===== config.mk =====
export PLATFORM = sky130hd
export DESIGN_NAME = apb_event_collector_flat
export DESIGN_NICKNAME = d
export VERILOG_FILES = /design/src/rtl/apb_event_collector_if.sv /design/src/rtl/apb_event_collector.sv /design/src/flat_wrapper.sv
export SDC_FILE = /design/constraint.sdc
export NUM_CORES = 1
export LEC_CHECK = 0
export CAP_MARGIN = 20
export CELL_PAD_IN_SITES_DETAIL_PLACEMENT = 0
export CELL_PAD_IN_SITES_GLOBAL_PLACEMENT = 1
export CORE_ASPECT_RATIO = 0.7
export CORE_MARGIN = 4
export CORE_UTILIZATION = 35
export CTS_BUF_LIST = sky130_fd_sc_hd__clkbuf_4 sky130_fd_sc_hd__clkbuf_8 sky130_fd_sc_hd__clkbuf_16
export DETAILED_ROUTE_END_ITERATION = 16
export PLACE_DENSITY = 0.82
export SETUP_SLACK_MARGIN = 0.15
export SLEW_MARGIN = 10
export SYNTH_ARGS = -nofsm -noshare
export SYNTH_HDL_FRONTEND = slang
export SYNTH_SLANG_ARGS = --single-unit
export TNS_END_PERCENT = 20

===== constraint.sdc =====
create_clock -name clk -period 2.99 [get_ports clk]
set_input_delay 0.299 -clock clk [delete_from_list [all_inputs] [get_ports clk]]
set_output_delay 0.299 -clock clk [all_outputs]
set_load 0.01 [all_outputs]

===== src/rtl/apb_event_collector_if.sv =====
// apb_event_collector_if
//   APB completer-side bus bundle for apb_event_collector.
//   slave  : used by the collector (select/enable/addr/write/wdata in,
//            ready/rdata/slverr out)
//   master : used by whatever drives the bus (requester or testbench)
interface apb_event_collector_if;
   logic        apb_psel_i;
   logic        apb_penable_i;
   logic [31:0] apb_paddr_i;
   logic        apb_pwrite_i;
   logic [31:0] apb_pwdata_i;
   logic        apb_pready_o;
   logic [31:0] apb_prdata_o;
   logic        apb_pslverr_o;

   modport slave (
      input  apb_psel_i, apb_penable_i, apb_paddr_i, apb_pwrite_i, apb_pwdata_i,
      output apb_pready_o, apb_prdata_o, apb_pslverr_o
   );

   modport master (
      output apb_psel_i, apb_penable_i, apb_paddr_i, apb_pwrite_i, apb_pwdata_i,
      input  apb_pready_o, apb_prdata_o, apb_pslverr_o
   );
endinterface


===== src/rtl/apb_event_collector.sv =====
// apb_event_collector
//   APB completer accumulating per-source event counts into three saturating
//   totals (A, B, C) with sticky threshold interrupts and programmable
//   wait states on PREADY.
// Ports:
//   clk, reset     : clock, asynchronous active-high reset
//   apb            : APB slave bundle (psel/penable/paddr/pwrite/pwdata in,
//                    pready/prdata/pslverr out)
//   total_a/b/c_o  : registered running totals
//   irq_o[2:0]     : sticky threshold flags (bit0=A, bit1=B, bit2=C)
//   irq_clr_i[2:0] : per-bit clear pulse for irq_o
module apb_event_collector #(
   parameter int unsigned WAIT_CYCLES = 1,
   parameter logic [31:0] ADDR_A      = 32'hABBA0000,
   parameter logic [31:0] ADDR_B      = 32'hBAFF0000,
   parameter logic [31:0] ADDR_C      = 32'hCAFE0000,
   parameter logic [31:0] THRESH      = 32'd100
) (
   input  logic                 clk,
   input  logic                 reset,
   apb_event_collector_if.slave apb,
   output logic [31:0]          total_a_o,
   output logic [31:0]          total_b_o,
   output logic [31:0]          total_c_o,
   output logic [2:0]           irq_o,
   input  logic [2:0]           irq_clr_i
);

   localparam int CW = (WAIT_CYCLES < 1) ? 1 : $clog2(WAIT_CYCLES + 1);

   typedef enum logic {IDLE, ACCESS} state_t;

   state_t               state_q, state_d;
   logic [CW-1:0]        cnt_q, cnt_d;
   logic [2:0]           hit;
   logic                 mapped;
   logic                 done;
   logic                 commit;
   logic [2:0]           wr_en;
   logic [2:0][31:0]     totals;

   // Exact-match decode, one-hot since the three addresses are distinct.
   assign hit    = {apb.apb_paddr_i == ADDR_C,
                    apb.apb_paddr_i == ADDR_B,
                    apb.apb_paddr_i == ADDR_A};
   assign mapped = |hit;

   // Completing cycle; gated by psel so an aborted transfer never responds.
   assign done   = (state_q == ACCESS) && (cnt_q == '0) && apb.apb_psel_i && !reset;
   assign commit = done && apb.apb_penable_i;
   assign wr_en  = (commit && apb.apb_pwrite_i) ? hit : 3'b000;

   // ---------------------------------------------------------------- FSM
   always_ff @(posedge clk or posedge reset) begin
      if (reset) begin
         state_q <= IDLE;
         cnt_q   <= '0;
      end else begin
         state_q <= state_d;
         cnt_q   <= cnt_d;
      end
   end

   always_comb begin
      state_d = state_q;
      cnt_d   = cnt_q;
      case (state_q)
         IDLE: begin
            // psel with penable already high is a protocol violation: ignored.
            if (apb.apb_psel_i && !apb.apb_penable_i) begin
               state_d = ACCESS;
               cnt_d   = CW'(WAIT_CYCLES);
            end
         end
         ACCESS: begin
            if (!apb.apb_psel_i)   state_d = IDLE;
            else if (cnt_q != '0)  cnt_d   = cnt_q - CW'(1);
            else                   state_d = IDLE;
         end
         default: state_d = IDLE;
      endcase
   end

   // ------------------------------------------------------------ response
   always_comb begin
      apb.apb_pready_o  = done;
      apb.apb_pslverr_o = done && !mapped;
      apb.apb_prdata_o  = '0;
      if (done && !apb.apb_pwrite_i) begin
         unique case (1'b1)
            hit[0]:  apb.apb_prdata_o = totals[0];
            hit[1]:  apb.apb_prdata_o = totals[1];
            hit[2]:  apb.apb_prdata_o = totals[2];
            default: apb.apb_prdata_o = '0;
         endcase
      end
   end

   // ------------------------------------------------------ per-source lanes
   for (genvar i = 0; i < 3; i++) begin : g_lane
      logic [31:0] tot_q, tot_d;
      logic        irq_q, irq_d;
      logic [32:0] sum;
      logic [31:0] sat;

      assign sum = {1'b0, tot_q} + {1'b0, apb.apb_pwdata_i};
      assign sat = sum[32] ? 32'hFFFF_FFFF : sum[31:0];

      always_comb begin
         tot_d = tot_q;
         irq_d = irq_q;
         if (irq_clr_i[i]) irq_d = 1'b0;
         if (wr_en[i]) begin
            tot_d = sat;
            // Only an upward crossing sets the flag; set beats clear.
            if ((tot_q < THRESH) && (sat >= THRESH)) irq_d = 1'b1;
         end
      end

      always_ff @(posedge clk or posedge reset) begin
         if (reset) begin
            tot_q <= '0;
            irq_q <= 1'b0;
         end else begin
            tot_q <= tot_d;
            irq_q <= irq_d;
         end
      end

      assign totals[i] = tot_q;
      assign irq_o[i]  = irq_q;
   end

   assign total_a_o = totals[0];
   assign total_b_o = totals[1];
   assign total_c_o = totals[2];

endmodule


===== src/flat_wrapper.sv =====
// flat-port wrapper written by rule: the top's interface ports become plain ports
module apb_event_collector_flat 
#(
   parameter int unsigned WAIT_CYCLES = 1,
   parameter logic [31:0] ADDR_A      = 32'hABBA0000,
   parameter logic [31:0] ADDR_B      = 32'hBAFF0000,
   parameter logic [31:0] ADDR_C      = 32'hCAFE0000,
   parameter logic [31:0] THRESH      = 32'd100
)
  (clk, reset, total_a_o, total_b_o, total_c_o, irq_o, irq_clr_i, apb_apb_psel_i, apb_apb_penable_i, apb_apb_paddr_i, apb_apb_pwrite_i, apb_apb_pwdata_i, apb_apb_pready_o, apb_apb_prdata_o, apb_apb_pslverr_o);
  apb_event_collector_if apb_i ();
  input  logic clk;
  input  logic reset;
  output logic [31:0] total_a_o;
  output logic [31:0] total_b_o;
  output logic [31:0] total_c_o;
  output logic [2:0] irq_o;
  input  logic [2:0] irq_clr_i;
  input wire logic [$bits(apb_i.apb_psel_i)-1:0] apb_apb_psel_i;
  input wire logic [$bits(apb_i.apb_penable_i)-1:0] apb_apb_penable_i;
  input wire logic [$bits(apb_i.apb_paddr_i)-1:0] apb_apb_paddr_i;
  input wire logic [$bits(apb_i.apb_pwrite_i)-1:0] apb_apb_pwrite_i;
  input wire logic [$bits(apb_i.apb_pwdata_i)-1:0] apb_apb_pwdata_i;
  output wire logic [$bits(apb_i.apb_pready_o)-1:0] apb_apb_pready_o;
  output wire logic [$bits(apb_i.apb_prdata_o)-1:0] apb_apb_prdata_o;
  output wire logic [$bits(apb_i.apb_pslverr_o)-1:0] apb_apb_pslverr_o;
  assign apb_i.apb_psel_i = apb_apb_psel_i;
  assign apb_i.apb_penable_i = apb_apb_penable_i;
  assign apb_i.apb_paddr_i = apb_apb_paddr_i;
  assign apb_i.apb_pwrite_i = apb_apb_pwrite_i;
  assign apb_i.apb_pwdata_i = apb_apb_pwdata_i;
  assign apb_apb_pready_o = apb_i.apb_pready_o;
  assign apb_apb_prdata_o = apb_i.apb_prdata_o;
  assign apb_apb_pslverr_o = apb_i.apb_pslverr_o;
  apb_event_collector #(.WAIT_CYCLES(WAIT_CYCLES), .ADDR_A(ADDR_A), .ADDR_B(ADDR_B), .ADDR_C(ADDR_C), .THRESH(THRESH)) u_core (.clk(clk), .reset(reset), .apb(apb_i), .total_a_o(total_a_o), .total_b_o(total_b_o), .total_c_o(total_c_o), .irq_o(irq_o), .irq_clr_i(irq_clr_i));
endmodule

==> impl_metrics.yaml, run 1 <==
cts:
  cts_buffer_depth: 2
  cts_max_level: 3
  clock-sinks: 101
  postCtsHoldBufs: 0
  cts_tree: "yes"
  cts_root_buf: "clkbuf_16"
  clk_latency_ns: 0.37
  clk_pin_slew_worst_paths_ns: 0.08
  cts_buffers: 9
cells_and_area:
  drive_gt1_share_pct: 41.19
  multi_input_area_um2: 8807
  area_growth_pct: 80.77
  diodes: 0
  seq_area_um2: 2529
  post_layout_nonfiller_instances: 2403
  nets: 2191
  n_fill_cell: 2376
grt:
  grt_antenna_before_repair: 0
  grt-ovfl-total: 0
  grt_pass1_wl_mm: 79.76
  grt_max_degree: 44
  grtUsageTotal_pct: 31.05
  first_global_vias: 13331
worst_setup_path:
  reg2reg_slack_ns: -0.26
  crit_required_ns: 3.22
  criticalPathCategory: "flop to flop"
  end_kind: "flop"
  cp.arrival_ns: 3.48
  cp-start-kind: "flop"
  path_max_fanout: 4
sta:
  final-hold-violation-count: 0
  fin_crit_sh_pct: 108.8
  setup_viol: 42
  setup_ws_ns: -0.2625
  grt_setup_unrepaired: "yes"
  fin_crit_ns: 3.253
  drv_slew: 0
  tns_ns: -2.128
  max-slew-margin-rel_pct: 35.07
  max_freq_mhz: 307.5
  worst_pin_slew_ns: 0.9739
  clock_skew_ns: 0.009434
detailed_routing:
  drc_errors: 0
  firstDrtPassIters: 7
  ant_nets: 0
  routed_wl_mm: 54.49
  drt_iter0_markers: 1692
  vias_per_cell: 5.871
  detail_route.wl_per_cell_um: 22.67
  vias: 14109
pwr:
  power.density_nw_per_um2: 194.1
  ir_drop_mv: 0.2424
  p_leak_nw: 8.840
synthesis:
  ys_async_sr_fraction_pct: 100.0
  synth-edff-count: 0
  ys.flop_type: "dfrtp_1"
  yosysUniqueCellTypes: 82
  post_synth_inst_count: 1323
  synth-seq-area-share_pct: 24.24
  synth_area_per_cell_um2: 7.883
  synth_seq_cells: 101
  syn_nets: 1494
  syn_area_um2: 10430
  yosysWarningCount: 0
die:
  num_rows: 52
  die_w_um: 214.3
  io_pins: 205
  coreArea_um2: 29150
  die-area_um2: 32670
  start_util_pct: 35.78
  die_h_um: 152.4
placement:
  routabilityCongestion: 1.053
  dp_cells: 2348
  port_buffers: 204
  place.detailed.hpwl_mm: 43.46
hold_path:
  hold_path_class: "primary input to async pin"
run:
  cap_violations: 0
outcome:
  outcome: "finished, violations left"
  violations: "negative setup slack"
-- layout by cell type (no fill, tap or decap), types with 9 or more instances in the layout --
master           instances
o21bai_1                19
buf_4                  495
clkbuf_16                9
dfrtp_1                100
nor2_4                  30
buf_12                  15
xnor2_1                 43
nand2b_1                12
nor2_2                  17
o21ai_1                 13
nor4_1                  25
a222oi_1                32
a21o_1                  37
o21ai_2                 10
o21a_1                  17
o21ai_0                 40
a21oi_1                 99
and3_1                  17
nand2_1                 69
ha_1                    69
a211oi_1                10
nor3_1                  16
buf_6                   62
nor2_1                 139
ha_4                    22
clkbuf_2                14
inv_1                   30
nand4_1                 23
xor2_1                  24
o211ai_1                10
buf_2                   10
dlymetal6s2s_1          14
a21oi_2                 21
nor2b_1                 12
clkdlybuf4s50_1        130
a31oi_1                 64
nand3_1                 28
-- final cells by class --
cell class | instances | share of cell area (%)
inverter | 33 | 0.7035
clock buffer | 9 | 1.195
tap | 378 | 2.509
multi-input combinational | 1118 | 46.72
sequential | 101 | 13.41
timing repair buffer | 757 | 35.02
clock inverter | 7 | 0.4380
-- path summary, 6_finish.rpt --
check	end	cells past startpoint	start
min in group clk	u_core.state_q	1	u_core.state_q
worst min-delay path	u_core.state_q	2	reset
max in group asynchronous	u_core.total_a_o[9]	3	reset
worst min register to register	u_core.state_q	1	u_core.state_q
worst max register to register	u_core.g_lane[0].irq_q	12	u_core.total_a_o[0]
worst max-delay path	u_core.g_lane[0].irq_q	12	u_core.total_a_o[0]
-- kinds of logic after synthesis --
| family | count (synthesis) | share of synthesized area, % |
|---|---|---|
| adders and majority gates | 99 | 12.09 |
| xor gates and xnor gates | 75 | 6.299 |
| DFF | 101 | 24.24 |
| and+or+nand+nor | 457 | 21.44 |
| buffers and inverters | 104 | 4.127 |
| AOI/OAI and AO/OA | 482 | 31.28 |
| muxes | 5 | 0.5279 |
-- registers in the layout, indices dropped and copies added, names as in the netlist --
name and count:
u_core.cnt_q 1, u_core.g_lane.irq_q 3, u_core.state_q 1, u_core.total_a_o 32
u_core.total_b_o 32, u_core.total_c_o 32
-- Yosys cell counts, drive strengths merged (9+ instances only) --
| cell | n | area (µm²) |
|---|---|---|
| a222oi | 32 | 320.3 |
| a21oi | 126 | 638.1 |
| xor2 | 29 | 254.0 |
| nor3 | 19 | 100.1 |
| nor2 | 186 | 698.2 |
| a31oi | 75 | 469.2 |
| ha | 96 | 1201 |
| a211oi | 17 | 137.6 |
| a21o | 37 | 277.8 |
| dfrtp | 101 | 2527 |
| o21bai | 19 | 142.6 |
| xnor2 | 46 | 402.9 |
| o21ai | 65 | 325.3 |
| a211o | 9 | 78.83 |
| nand3 | 32 | 160.2 |
| nor2b | 15 | 93.84 |
| and3 | 17 | 106.4 |
| nor4 | 32 | 215.2 |
| inv | 32 | 120.1 |
| nand2 | 73 | 276.5 |
| nand2b | 12 | 75.07 |
| clkbuf | 50 | 187.7 |
| or4 | 9 | 67.56 |
| buf | 21 | 118.9 |
| o211ai | 10 | 75.07 |
| o21a | 18 | 135.1 |
| nand4 | 23 | 143.9 |
-- routing by layer --
layer,vias up,wire [µm],track usage [%]
li1,6473,-,-
met5,-,0,0
met3,85,6159,7.315
met2,783,23470,46.85
met4,0,1055,6.572
met1,6768,23800,45.28
-- critical path: stages (launching register included) --
cell      delay, ns
dfrtp_1        0.42
ha_4           0.19
fa_2           0.37
a211oi_4       0.31
o21bai_1       0.14
a21oi_2        0.21
o31ai_2        0.09
buf_4          0.17
a21oi_4        0.19
xnor2_2        0.10
or4_4          0.52
nor4b_2        0.27
a41oi_1        0.13
-- where the power goes --
group          internal, mW  switching, mW
sequential             1.37        0.00313
clock                 0.665          0.670
combinational         0.467          0.486
-- metrics by stage --
| stage | utilization (%) | area, µm² | total power, mW | setup WS, ns | hold slack [ns] |
|---|---|---|---|---|---|
| 2_1_floorplan | - | 10550 | 1.741 | -0.01236 | 0.3888 |
| 3_3_place_gp | 57.66 | 16810 | 2.242 | -0.8254 | 0.4731 |
| 3_5_place_dp | 57.66 | 16810 | 2.256 | -0.8279 | 0.4842 |
| 4_1_cts | 60.92 | 17760 | 3.558 | -0.3057 | 0.4339 |
| 5_1_grt | 64.68 | 18850 | 3.765 | -0.3733 | 0.4672 |
| 6_report | 64.68 | 18850 | 3.659 | -0.2625 | 0.4200 |
-- what timing repair did --
item	4_1_cts	5_1_grt
gates cloned	7	1
pin swaps	41	109
resized for setup	251	287
endpoints found under the setup margin	131	132
buffers inserted	15	16
Note: power is estimated with default switching activity, not from simulation.
==> inputs of run 2 (changes only) <==
Clock period 2.99 ns to 2.9 ns, I/O delays scaled along.
==> run 2 against run 1 <==
Effect of this change:
- the run still ends with negative setup slack left
- utilization decreased by 1.5 points
- clock skew increased by 0.0056 ns
- worst setup slack worse by 0.037 ns
- sequential power increased by 3%
- critical endpoint unchanged
- largest cell class unchanged
==> impl_metrics.yaml, run 2 (synthesis gave the netlist of run 1 again) <==
pwr:
  p_leak_nw: 8.771
  ir_drop_mv: 0.2633
  power.density_nw_per_um2: 202.9
worst_setup_path:
  worst_r2r_path_depth: 12
  crit_required_ns: 3.14
  cp_cell_sequence: "ha_4 -> fa_2 -> a211oi_4 -> o21bai_1 -> a21oi_2 -> o31ai_2 -> buf_4 -> a21oi_4 -> xnor2_2 -> or4_4 -> nor4b_4 -> a41oi_2"
  cp-start-kind: "flop"
  path_buf_inv: 1
  path_max_fanout: 4
  crit_family: "compound AO/OA/AOI/OAI gates"
  cp_slowest_cell: "or4_4"
  crit_cells: 12
  end_kind: "flop"
  reg2reg_slack_ns: -0.30
  cpPeakStageDelay_ns: 0.54
  r2r_start: "u_core.total_a_o[0]"
  cp-startpoint: "u_core.total_a_o[0]"
  criticalPathCategory: "flop to flop"
  timing.rr.end: "u_core.g_lane[0].irq_q"
  cp.arrival_ns: 3.44
cts:
  cts_max_level: 3
  cts_buffer_depth: 2
  cts_root_buf: "clkbuf_16"
  postCtsHoldBufs: 0
  cts_buffers: 9
  clock-sinks: 101
  clk_pin_slew_worst_paths_ns: 0.09
  cts_tree: "yes"
  clk_latency_ns: 0.38
grt:
  first_global_vias: 13296
  grt_max_degree: 50
  grt_pass1_wl_mm: 78.19
  grt_antenna_before_repair: 1
  grtUsageTotal_pct: 30.54
  grt-ovfl-total: 0
sta:
  final-hold-violation-count: 0
  drv_slew: 0
  hold_slack_ns: 0.4268
  setup_viol: 46
  grt_setup_unrepaired: "yes"
  max-slew-margin-rel_pct: 36.45
  fin_crit_sh_pct: 110.3
  clock_skew_ns: 0.01503
  setup_ws_ns: -0.2996
  fin_crit_ns: 3.200
  max_freq_mhz: 312.5
  worst_pin_slew_ns: 0.9533
cells_and_area:
  mostFrequentLayoutCells: "buf_4 (498), nor2_1 (156), clkdlybuf4s50_1 (127)"
  seq_area_um2: 2531
  mostFrequentLayoutCell: "buf_4"
  drive_gt1_share_pct: 38.42
  post-route-util_pct: 63.18
  n_fill_cell: 2483
  area_growth_pct: 76.58
  diodes: 0
  multi_input_area_um2: 8464
  nets: 2183
detailed_routing:
  drt_iter0_markers: 1769
  routed_wl_mm: 53.42
  vias: 13981
  firstDrtPassIters: 13
  drc_errors: 0
  detail_route.wl_per_cell_um: 22.31
  ant_nets: 0
  vias_per_cell: 5.838
placement:
  place.detailed.hpwl_mm: 43.36
  routabilityCongestion: 1.012
  port_buffers: 204
  post-place-ws_ns: -0.9408
run:
  cap_violations: 0
die:
  io_pins: 205
  die-area_um2: 32670
  coreArea_um2: 29150
  die_w_um: 214.3
  start_util_pct: 35.78
  die_h_um: 152.4
  num_rows: 52
outcome:
  violations: "negative setup slack"
  outcome: "finished, violations left"
hold_path:
  hold_path_class: "primary input to async pin"
-- run 2: layer usage --
| layer | vias up | share of wire (%) | GRT usage, % |
|---|---|---|---|
| met5 | - | 0.013 | 0 |
| met4 | 2 | 2.5 | 7.714 |
| met3 | 74 | 12 | 9.508 |
| met2 | 780 | 41 | 43.88 |
| met1 | 6639 | 45 | 44.39 |
| li1 | 6486 | - | - |
-- run 2: worst max-delay path by stage --
stage,end,slack (ns)
global placement,u_core.g_lane[1].irq_q,-0.91
CTS,u_core.g_lane[0].irq_q,-0.31
floorplan,u_core.g_lane[0].irq_q,-0.10
finish,u_core.g_lane[0].irq_q,-0.30
detailed placement,u_core.g_lane[1].irq_q,-0.94
global route,u_core.g_lane[0].irq_q,-0.38
-- run 2: area by class of cell --
class / count / share of cell area (%)
flip-flops and latches: 101 / 13.75
multi-input cells: 1118 / 45.96
well taps: 378 / 2.568
inverters: 33 / 0.7134
clock inverters: 7 / 0.5028
repair buffers: 749 / 35.28
clock buffers: 9 / 1.223
-- run 2: power breakdown --
| group | internal, mW | switching (mW) |
|---|---|---|
| Combinational | 0.462 | 0.490 |
| Sequential | 1.41 | 0.00309 |
| Clock | 0.696 | 0.675 |
-- run 2: repair_timing --
item | 4_1_cts | 5_1_grt
pin swaps | 34 | 84
setup endpoints to repair | 132 | 130
cloned | 7 | 0
gates resized for setup | 255 | 186
buffers inserted | 9 | 11
-- run 2: per-stage QoR --
stage / setup TNS, ns / power, mW / instance area [µm²] / instances
floorplan: -0.1361 / 1.795 / 10550 / 1323
global placement: -72.52 / 2.309 / 16870 / 2352
detailed placement: -77.77 / 2.318 / 16870 / 2352
CTS: -5.486 / 3.670 / 17590 / 2384
global route: -11.43 / 3.850 / 18420 / 2395
finish: -3.807 / 3.737 / 18420 / 2395
==> inputs of run 3 (changes only) <==
Settings changed: CORE_ASPECT_RATIO 0.7 to 2, CORE_MARGIN 4 to 5.
==> run 3 against run 2 <==
Effect of this change:
- the flow still finishes with violations (negative setup slack)
- clock skew barely moved
- flip-flop and latch count did not move
- die area rose by 2.7%
- non-clock buffer count rose by 14
- count of clock-buffer cells in the layout rose by 2
- clock power barely moved
- hold slack got worse by 0.039 ns
- first-iteration DRC count fell by 46%
==> impl_metrics.yaml, run 3 (synthesis gave the netlist of run 1 again) <==
sta:
  final-hold-violation-count: 0
  drv_slew: 0
  max-slew-margin-rel_pct: 48.05
  max_freq_mhz: 302.7
  setup_ws_ns: -0.4032
  hold_slack_ns: 0.3880
  fin_crit_sh_pct: 113.9
  tns_ns: -8.832
  clock_skew_ns: 0.01534
  setup_viol: 69
  worst_pin_slew_ns: 0.7695
  grt_setup_unrepaired: "yes"
  fin_crit_ns: 3.303
placement:
  post-place-ws_ns: -1.025
  dp_cells: 2345
  place.detailed.hpwl_mm: 44.94
  routabilityCongestion: 1.038
  port_buffers: 204
worst_setup_path:
  criticalPathCategory: "flop to flop"
  cp_slowest_cell: "or4_4"
  cp.arrival_ns: 3.56
  cp-start-kind: "flop"
  path_max_fanout: 4
  cp_cell_sequence: "ha_2 -> fa_2 -> a211oi_2 -> o21bai_1 -> a21oi_2 -> o31ai_2 -> buf_4 -> buf_4 -> xnor2_2 -> nand4b_1 -> or4_4 -> nor4b_4 -> a41oi_2"
  cpPeakStageDelay_ns: 0.48
  crit_required_ns: 3.16
  worst_path_most_repeated_cell: "buf_4"
  end_kind: "flop"
detailed_routing:
  vias_per_cell: 5.823
  drt_iter0_markers: 957
  detail_route.wl_per_cell_um: 23.20
  routed_wl_mm: 55.59
  firstDrtPassIters: 6
  vias: 13952
  drc_errors: 0
  ant_nets: 0
outcome:
  violations: "negative setup slack"
  outcome: "finished, violations left"
die:
  die-area_um2: 33560
  die_h_um: 254.1
  coreArea_um2: 29510
  die_w_um: 132.1
  start_util_pct: 35.34
  io_pins: 205
  num_rows: 89
grt:
  first_global_vias: 14383
  grt_max_degree: 102
  grt-ovfl-total: 0
  grtUsageTotal_pct: 31.76
  grt_pass1_wl_mm: 81.54
  grt_antenna_before_repair: 1
cells_and_area:
  drive_gt1_share_pct: 38.45
  mostFrequentLayoutCells: "buf_4 (504), nor2_1 (154), clkdlybuf4s50_1 (130)"
  nets: 2197
  post_layout_nonfiller_instances: 2396
  mostFrequentLayoutCell: "buf_4"
  area_growth_pct: 77.55
cts:
  cts_buffer_depth: 2
  cts_tree: "yes"
  cts_buffers: 9
  cts_root_buf: "clkbuf_16"
  clock-sinks: 101
  clk_pin_slew_worst_paths_ns: 0.08
  cts_max_level: 3
  clk_latency_ns: 0.40
pwr:
  p_leak_nw: 8.812
  power.density_nw_per_um2: 201.5
  ir_drop_mv: 0.2975
hold_path:
  hold_path_class: "primary input to async pin"
run:
  cap_violations: 0
-- run 3: cell types whose count changed in the layout (fill, tap and decap cells not counted), moves of 3 or more --
| cell | delta |
|---|---|
| clkdlybuf4s50_1 | +3 |
| o21ai_1 | +6 |
| a31oi_2 | +3 |
| nand2_1 | +3 |
| nor2_4 | +3 |
| o21ai_2 | -4 |
| buf_6 | +9 |
| buf_12 | +5 |
| ha_1 | -3 |
| buf_4 | +6 |
-- run 3: cell type report --
type                    instances  area, µm²
fillers                      2570      10990
multi-input cells            1118       8416
repair buffers                763       6669
flip-flops and latches        101       2529
well taps                     364      455.4
clock buffers                  11      252.7
inverters                      33      127.6
clock inverters                 5      65.06
diodes                          1      2.502
-- run 3: worst paths after layout --
check                                     from                endpoint  slack (ns)  cells after the start
max                        u_core.total_a_o[0]  u_core.g_lane[0].irq_q       -0.40                     13
min                                      reset    u_core.total_a_o[14]        0.39                      3
max reg2reg                u_core.total_a_o[0]  u_core.g_lane[0].irq_q       -0.40                     13
min reg2reg                     u_core.state_q            u_core.cnt_q        0.50                      1
max in group asynchronous                reset    u_core.total_c_o[22]        1.93                      3
min in group clk                u_core.state_q            u_core.cnt_q        0.50                      1
-- run 3: power breakdown --
part	internal (mW)	switching [mW]
logic	0.452	0.467
clock network	0.727	0.672
registers	1.41	0.00299
-- run 3: timing repair --
action / CTS / global route
pin swaps: 58 / 60
buffers inserted: 20 / 6
endpoints found under the setup margin: 132 / 132
hold endpoints to repair: 0 / 0
resized for setup: 297 / 143
gates cloned: 8 / 0
hold buffers: 0 / 0
-- run 3: routing by layer --
| layer | wire (µm) | share of wire (%) | up-vias | track usage (%) |
|---|---|---|---|---|
| met1 | 18500 | 33 | 6701 | 30.52 |
| met2 | 29730 | 53 | 538 | 59.89 |
| met4 | 5029 | 9.0 | 0 | 25.24 |
| li1 | - | - | 6501 | - |
| met3 | 2329 | 4.2 | 212 | 4.041 |
| met5 | 0 | 0 | - | 0 |
-- run 3: through the flow --
step	instance area [µm²]	utilization, %	total power [mW]
floorplan	10550	-	1.795
global placement	16880	57.22	2.304
detailed placement	16880	57.22	2.314
CTS	18000	60.99	3.714
global route	18510	62.74	3.846
finish	18520	62.75	3.732
-- run 3: critical path, delay by kind of cell (launching register included) --
kind                     cells  cell delay, ns
XOR/XNOR                     1            0.14
AO/OA/AOI/OAI                5            0.80
adder cells (fa/ha/maj)      2            0.55
flip-flops                   1            0.39
AND/OR/NAND/NOR              3            0.96
buffers and inverters        2            0.31
